File: src/rtl/fft_frame_sequencer.sv
// fft_frame_sequencer
// Frame-level controller for the cascaded FFT butterfly chain. Accepts beats
// over a valid/ready handshake, enforces contiguous COUNT-beat frames, and
// sequences per-stage valid / butterfly-select strobes through a tagged
// shift register. Short frames are aborted and their beats killed in flight
// without disturbing the previous, complete frame.
//
// Ports
//   clk, rst     single clock, synchronous active-high reset
//   in_valid     upstream beat valid
//   in_ready     sequencer can accept a beat (low only while flushing)
//   beat_idx     index of the beat accepted this cycle (combinational)
//   stage_vld    per-stage valid_in strobe to butterfly k
//   stage_sel    per-stage bfly_en: 1 = compute, 0 = pass delayed data
//   out_vld      chain output beat valid
//   out_last     chain output beat is the last beat of its frame
//   frame_done   completed-frame pulse (out_vld & out_last)
//   err_short    one-cycle pulse after a frame is aborted
//   frame_cnt    completed frames, wraps modulo 2^CNT_W
//   busy         FSM not idle or any pipeline slot valid
module fft_frame_sequencer #(
    parameter int unsigned NUM        = 16,
    parameter int unsigned DATA       = 64,
    parameter int unsigned COUNT      = DATA / NUM,
    parameter int unsigned NUM_STAGES = $clog2(COUNT),
    parameter int unsigned STAGE_LAT  = 3,
    parameter int unsigned CNT_W      = 8
) (
    input  logic                     clk,
    input  logic                     rst,
    input  logic                     in_valid,
    output logic                     in_ready,
    output logic [$clog2(COUNT)-1:0] beat_idx,
    output logic [NUM_STAGES-1:0]    stage_vld,
    output logic [NUM_STAGES-1:0]    stage_sel,
    output logic                     out_vld,
    output logic                     out_last,
    output logic                     frame_done,
    output logic                     err_short,
    output logic [CNT_W-1:0]         frame_cnt,
    output logic                     busy
);

    localparam int unsigned BW    = $clog2(COUNT);
    localparam int unsigned DEPTH = NUM_STAGES * STAGE_LAT + 1;
    localparam logic [BW-1:0] LAST_BEAT = BW'(COUNT - 1);

    typedef enum logic [1:0] {
        IDLE  = 2'd0,
        RUN   = 2'd1,
        FLUSH = 2'd2
    } state_t;

    state_t          state;
    state_t          state_nxt;
    logic [BW-1:0]   beat_cnt;
    logic [BW-1:0]   flush_cnt;
    logic            tag;
    logic            tag_cur;
    logic            accept;
    logic            abort;
    logic            frame_start;

    // Pipeline slots; the tag of the final slot is never needed, so it is not kept
    logic [DEPTH-1:0] slot_vld;
    logic [DEPTH-2:0] slot_tag;
    logic [BW-1:0]    slot_beat [DEPTH];
    logic [DEPTH-2:0] kill;

    // State register
    always_ff @(posedge clk) begin
        if (rst) begin
            state <= IDLE;
        end else begin
            state <= state_nxt;
        end
    end

    // Next-state logic
    always_comb begin
        state_nxt = state;
        case (state)
            IDLE:    if (accept) state_nxt = RUN;
            RUN:     if (!accept) state_nxt = (beat_cnt == '0) ? IDLE : FLUSH;
            FLUSH:   if (flush_cnt == LAST_BEAT) state_nxt = IDLE;
            default: state_nxt = IDLE;
        endcase
    end

    // FSM outputs and handshake decode
    always_comb begin
        in_ready    = (state != FLUSH);
        accept      = in_valid & in_ready;
        abort       = (state == RUN) && !accept && (beat_cnt != '0);
        frame_start = accept && (beat_cnt == '0);
        tag_cur     = frame_start ? ~tag : tag;
        beat_idx    = beat_cnt;
    end

    // Aborted beats are the most recent beat_cnt accepts, i.e. the youngest
    // beat_cnt slots; restricting the kill to them keeps an older frame with
    // the same (aliased) tag from being hit.
    always_comb begin
        kill = '0;
        for (int i = 0; i < int'(DEPTH - 1); i++) begin
            kill[i] = abort && (slot_tag[i] == tag) && (i < int'(beat_cnt));
        end
    end

    // Beat counter, frame tag, flush timer, error pulse and frame counter
    always_ff @(posedge clk) begin
        if (rst) begin
            beat_cnt  <= '0;
            flush_cnt <= '0;
            tag       <= 1'b0;
            err_short <= 1'b0;
            frame_cnt <= '0;
        end else begin
            if (abort) begin
                beat_cnt <= '0;
            end else if (accept) begin
                beat_cnt <= beat_cnt + BW'(1);
            end
            if (frame_start) begin
                tag <= ~tag;
            end
            flush_cnt <= (state == FLUSH) ? flush_cnt + BW'(1) : '0;
            err_short <= abort;
            if (frame_done) begin
                frame_cnt <= frame_cnt + CNT_W'(1);
            end
        end
    end

    // Tagged pipeline shift register
    always_ff @(posedge clk) begin
        if (rst) begin
            slot_vld <= '0;
            slot_tag <= '0;
            for (int i = 0; i < int'(DEPTH); i++) begin
                slot_beat[i] <= '0;
            end
        end else begin
            slot_vld[0]  <= accept;
            slot_tag[0]  <= tag_cur;
            slot_beat[0] <= beat_cnt;
            for (int i = 1; i < int'(DEPTH); i++) begin
                slot_vld[i]  <= slot_vld[i-1] & ~kill[i-1];
                slot_beat[i] <= slot_beat[i-1];
            end
            for (int i = 1; i < int'(DEPTH - 1); i++) begin
                slot_tag[i] <= slot_tag[i-1];
            end
        end
    end

    // Stage k taps the slot STAGE_LAT*k deep; its select is the beat-index bit
    // that distinguishes butterfly partners at that stage (MSB first)
    for (genvar k = 0; k < int'(NUM_STAGES); k++) begin : g_stage
        assign stage_vld[k] = slot_vld[k * STAGE_LAT];
        assign stage_sel[k] = slot_beat[k * STAGE_LAT][BW - 1 - k];
    end

    // Chain output and status
    assign out_vld    = slot_vld[DEPTH-1];
    assign out_last   = slot_vld[DEPTH-1] && (slot_beat[DEPTH-1] == LAST_BEAT);
    assign frame_done = out_last;
    assign busy       = (state != IDLE) || (|slot_vld);

endmodule

File: config.mk
export PLATFORM = sky130hd
export DESIGN_NAME = fft_frame_sequencer
export DESIGN_NICKNAME = d
export VERILOG_FILES = /design/src/rtl/fft_frame_sequencer.sv
export SDC_FILE = /design/constraint.sdc
export NUM_CORES = 1
export LEC_CHECK = 0
export ABC_AREA = 1
export CELL_PAD_IN_SITES_DETAIL_PLACEMENT = 0
export CELL_PAD_IN_SITES_GLOBAL_PLACEMENT = 1
export CORE_MARGIN = 2
export CORE_UTILIZATION = 34
export CTS_CLUSTER_DIAMETER = 40
export DETAILED_ROUTE_END_ITERATION = 8
export GPL_TIMING_DRIVEN = 0
export HOLD_SLACK_MARGIN = 0.1
export PLACE_DENSITY = 0.69
export REMOVE_ABC_BUFFERS = 1
export SKIP_LAST_GASP = 1
export SYNTH_ARGS = -nofsm -noshare
export SYNTH_HDL_FRONTEND = slang
export SYNTH_SLANG_ARGS = --single-unit
export TNS_END_PERCENT = 20
File: constraint.sdc
create_clock -name clk -period 1.1 [get_ports clk]
set_input_delay 0.22 -clock clk [delete_from_list [all_inputs] [get_ports clk]]
set_output_delay 0.22 -clock clk [all_outputs]
set_load 0.02 [all_outputs]
==> results.json <==
{
  "drive_above_1_share": 0.263,
  "r2r-end": "slot_vld[2]$_SDFF_PP0_",
  "portBuffers": 22,
  "worstSetupStartpoint": "slot_vld[2]$_SDFF_PP0_",
  "fin_util": 0.470,
  "numCtsBuffers": 5,
  "vias_per_cell": 4.25,
  "worst_slack_ns": -0.278,
  "drc_errors": 0,
  "ff2ff_path_depth": 6,
  "path_delay_family": "simple AND/OR/NAND/NOR gates",
  "clk_pin_slew_ns": 0.08,
  "synthCells": 176,
  "relSlewSlack": 0.655,
  "critical_path_required_ns": 0.88,
  "wl_mm": 2.59,
  "hold_depth": 2,
  "crit_chain": "nor4_4 -> nand3_1 -> buf_6",
  "ys_warn_count": 0,
  "grt_overflow": 0,
  "ys_seq_area_frac": 0.539,
  "power.leakage_nw": 0.876,
  "vias": 1101,
  "crit_slowest_cell": "dfxtp_2",
  "min_from": "rst",
  "layout_commonest_cell": "nor2_1",
  "criticalPathCategory": "register to output port",
  "crit_path_start_kind": "register",
  "avgSynthCellArea_um2": 8.23,
  "holdWs_ns": 0.383,
  "cts-htree-levels": 2,
  "clock-root-buffer": "clkbuf_8",
  "first_global_vias": 962,
  "antenna_cells": 0,
  "reg2reg_setup_slack_ns": 0,
  "timing.rr.start": "beat_idx[0]$_SDFFE_PP0N_",
  "antenna_found_initial": 0,
  "worstPathArrival_ns": 1.16,
  "setup_viol": 17,
  "hold_violations": 0,
  "slowest_delay_ns": 0.34,
  "fin_area_um2": 1910,
  "grt_max_degree": 30,
  "worst_pin_slew_ns": 0.517,
  "num_rows": 23,
  "ys_seq_elements": 39,
  "crit_fanout": 2,
  "fmax_mhz": 726,
  "finalNetCount": 215,
  "netlist_area_um2": 1450,
  "cts_sinks": 39,
  "place.gp.congestion": 0.761,
  "netlist-cell-type-count": 21,
  "clk_latency_ns": 0.29,
  "clockBufferDepth": 2,
  "die_area_um2": 4800,
  "path_buf_inv": 1,
  "die_height_um": 69.3,
  "syn2layout_area_growth_pct": 31.6,
  "gr-usage-all-layers": 0.113,
  "die_w_um": 69.3,
  "layout_common_cells": "nor2_1 (34), inv_1 (29), dfxtp_1 (29)",
  "placed_cell_area_um2": 1680,
  "nFillCells": 407,
  "drt_iter0_markers": 34,
  "hold_path_class": "input pin to register",
  "tritoncts": "done",
  "clock_skew_ns": 0.00511,
  "wire_per_inst_um": 10.0,
  "violations": "setup timing",
  "irDropWorstVdd_mv": 1.03,
  "drv_cap": 0,
  "first_pass_iters": 4,
  "period_share": 1.25,
  "rsz0062_at_grt": "true",
  "ant_nets": 0,
  "crit_path_end_kind": "output port",
  "holdPathEnd": "slot_beat[2][0]$_SDFF_PP0_",
  "grt_pass1_wl_mm": 4.24,
  "initial_core_util": 0.357,
  "post-route-min-period_ns": 1.38,
  "outcome": "finished, violations left",
  "finalMaxSlewViolations": 0,
  "core_um2": 4060,
  "place_hpwl_mm": 1.73,
  "io_pins": 23,
  "powerDensity_nw_per_um2": 1380,
  "timing.setup.tns_ns": -1.81
}
-- power by group --
group | switching (W) | internal (W) | leakage, nW
Combinational | 0.000121 | 0.000103 | 0.515
Clock | 0.000501 | 0.000441 | 0.0402
Sequential | 0.0000242 | 0.00144 | 0.321
Total | 0.000646 | 0.00198 | 0.876
-- cell families (layout without fill, tap and decap cells) --
logic type	after synthesis	in the layout	share of synthesized area
compound gates	13	13	0.0493
fa+ha+maj	4	4	0.0346
buf+inv	42	75	0.124
flops	39	39	0.539
xor+xnor	2	2	0.0121
simple gates	76	76	0.240
-- routing by layer --
| layer | up-vias | wire, um | global-route usage |
|---|---|---|---|
| li1 | 588 | - | - |
| met2 | 23 | 1170 | 0.176 |
| met1 | 485 | 1220 | 0.131 |
| met4 | 0 | 48 | 0.0523 |
| met3 | 5 | 151 | 0.0523 |
| met5 | - | 0 | 0 |
-- layout make-up --
class                      instances  area [um2]  share of cell area
clock inverter                     3        20.0              0.0105
timing repair buffer              33         287               0.150
multi-input combinational         95         539               0.283
clock buffer                       5        68.8              0.0361
tap                               50        62.6              0.0328
inverter                          34         130              0.0683
sequential                        39         798               0.419
-- cells in the mapped netlist, drive strengths merged --
library cell,count,area (um2)
dfxtp,39,781
nor2,37,154
inv,34,128
nand2,24,92.6
a21oi,10,50.1
nand3,9,67.6
buf,8,52.6
ha,4,50.1
nor3,3,15.0
nand4,2,12.5
o21a,2,15.0
nor4,1,6.26
o22ai,1,6.26
xnor2,1,8.76
xor2,1,8.76
-- through the flow --
stage | cells | total power, W | setup WS (ns)
after floorplan | 168 | 0.00159 | -0.196
after global placement | 240 | 0.00166 | -1.19
after detailed placement | 240 | 0.00167 | -1.22
after CTS | 258 | 0.00266 | -0.288
after global routing | 259 | 0.00277 | -0.345
final | 259 | 0.00263 | -0.278
-- worst max-delay path by stage --
stage | slack, ns | endpoint | cells after the start
floorplan | -0.20 | slot_vld[2]$_SDFF_PP0_ | 6
global placement | -1.19 | state[1]$_SDFFE_PP0P_ | 4
detailed placement | -1.22 | state[1]$_SDFFE_PP0P_ | 4
CTS | -0.29 | busy | 3
global route | -0.35 | busy | 3
finish | -0.28 | busy | 3
-- sequential cells by signal (all words and copies together) (netlist names) --
name	cells
slot_beat	14
frame_cnt	8
slot_vld	7
slot_tag	3
beat_idx	2
flush_cnt	2
state	2
err_short	1
-- what timing repair did --
item                       CTS  global route
hold endpoints to repair     0             0
hold buffers                 0             0
resized for setup           60            27
pin swaps                    7             1
setup buffers               10             1
setup endpoints to repair   59            28
Note: power is estimated with default switching activity, not from simulation.
==> variant, RTL diff (same settings) <==
`NUM`: 16 -> 8.
--- a/src/rtl/fft_frame_sequencer.sv
+++ b/src/rtl/fft_frame_sequencer.sv
@@ -21,3 +21,3 @@
 module fft_frame_sequencer #(
-    parameter int unsigned NUM        = 16,
+    parameter int unsigned NUM        = 8,
     parameter int unsigned DATA       = 64,
Ports: changed (resized beat_idx, stage_sel and stage_vld); port bits go from 23 to 26. The function was not compared with the original's and may differ.
==> variant against the original RTL <==
The run still ends with setup timing left. Clock skew about the same. Count of clock-buffer cells in the layout up 6. Area after synthesis is 59% higher. Combinational power increased by 24%. Power rose by 81%. Worst setup slack got worse by 0.069 ns. Final cell count grew 49%. Final area is 52% higher. Maximum frequency down 4.8%. Sequential cell count increased by 25. Global-route usage is 0.87 points higher. Critical path type unchanged. Wire length increased by 60%. Largest power group unchanged.
==> variant: results (changes against the original RTL) <==
| Metric | Value |
|---|---|
| Status | `finished, violations left` |
| Failing checks | `setup timing` |
| Gr usage total | `0.121 (+0.00869)` |
| GP Congestion | `0.744 (-2.3%)` |
| Final setup vio count | `37 (+20)` |
| Post-synthesis sequential area ratio | `0.557 (+0.0172)` |
| Synth top cells by count | `64 x dfxtp_1, 64 x nor2_1, 47 x inv_1` |
| Number of setup buffers added after CTS | `2 (-8)` |
| Routed wl met2 | `1.79 mm (+53%)` |
| Share of layout cells above drive strength 1 | `0.213 (-0.0503)` |
| Worst EP arrival | `1.23 ns (+0.07 ns)` |
| Vias in the first global route | `1482 (+54%)` |
| Seq area share | `0.452 (+0.0328)` |
| Synthesized instance count | `276 (+57%)` |
| Placed cell count | `363 (+51%)` |
| # clk buffers | `11 (+6)` |
| Pre-CTS setup slack | `-0.858 ns (+0.361 ns)` |
| Largest regs | `slot_beat x30, slot_vld x10, frame_cnt x8` |
| CTS Buf Count | `9 (+4)` |
| Worst-skew pair later-pin latency | `0.34 ns (+0.05 ns)` |
| CP max-delay cell | `dfxtp_4` |
| Count of different cell masters after synthesis | `23 (+9.5%)` |
| Post-DR wirelength/cell | `10.7 um (+6.8%)` |
| Leak | `1.27 nW (+45%)` |
| # fillers | `665 (+63%)` |
| Setup WS post-layout | `-0.346 ns (-0.0690 ns)` |
| H-tree depth | `3 (+1)` |
| Final Skew | `0.00545 ns (+0.000347 ns)` |
| Nets | `314 (+46%)` |
| Multi-input combinational area share | `0.285 (+0.00241)` |
| M1 WL | `1.95 mm (+60%)` |
| CTS Sinks | `64 (+64%)` |
| Net Sw Power | `1.05 mW (+63%)` |
| R2r setup slk | `-0.07 ns (-0.07 ns)` |
| First-pass GRT wire length | `6.93 mm (+63%)` |
| HPWL after DPL | `2.47 mm (+43%)` |
| Buffers added on ports | `25 (+14%)` |
-- variant: cell count changes after synthesis, moves of 2 or more --
cell,unedited run,this run
nand2_1,23,29
buf_2,3,6
buf_4,5,8
dfxtp_1,39,64
nor2_1,35,64
nand2_4,0,2
a21oi_1,10,13
nor4_1,1,3
o21ai_0,0,5
nor3_2,0,3
nand3_2,2,0
xor2_1,1,7
inv_1,33,47
-- variant: path summary, 6_finish.rpt --
path | start | endpoint | depth (start not counted)
max reg2reg | slot_vld[9] | frame_cnt[3] | 6
max | state[1] | busy | 3
min reg2reg | slot_beat[0][12] | slot_beat[0][15] | 2
min | rst | frame_cnt[6] | 2
-- variant: per-stage QoR --
step	setup TNS, ns	total power [mW]	instance area, um2	hold WS (ns)	utilization
after floorplan	-3.79	2.56	2200	0.289	-
after global placement	-88.10	2.66	2550	0.389	0.394
after detailed placement	-19.74	2.66	2540	0.392	0.394
after CTS	-7.15	4.80	2750	0.316	0.426
after global routing	-7.03	4.98	2890	0.349	0.447
final	-3.73	4.77	2890	0.318	0.447
-- variant: kinds of logic after synthesis --
kind of cell	after synthesis	share of synthesized area
buf+inv	64	0.124
fa+ha+maj	5	0.0272
simple gates	116	0.221
compound gates	20	0.0451
xor+xnor	7	0.0266
flops	64	0.557
-- variant: power groups by stage --
stage	combinational [mW]	clock, mW	sequential (mW)
after floorplan	0.117	0	2.44
after global placement	0.221	0	2.44
after detailed placement	0.220	0	2.44
after CTS	0.220	2.19	2.38
after global routing	0.308	2.28	2.39
final	0.277	2.11	2.38
-- variant: metal layers --
| layer | up-vias | global-route usage |
|---|---|---|
| li1 | 884 | - |
| met1 | 755 | 0.146 |
| met2 | 39 | 0.183 |
| met3 | 12 | 0.0505 |
| met4 | 0 | 0.0682 |
| met5 | - | 0 |
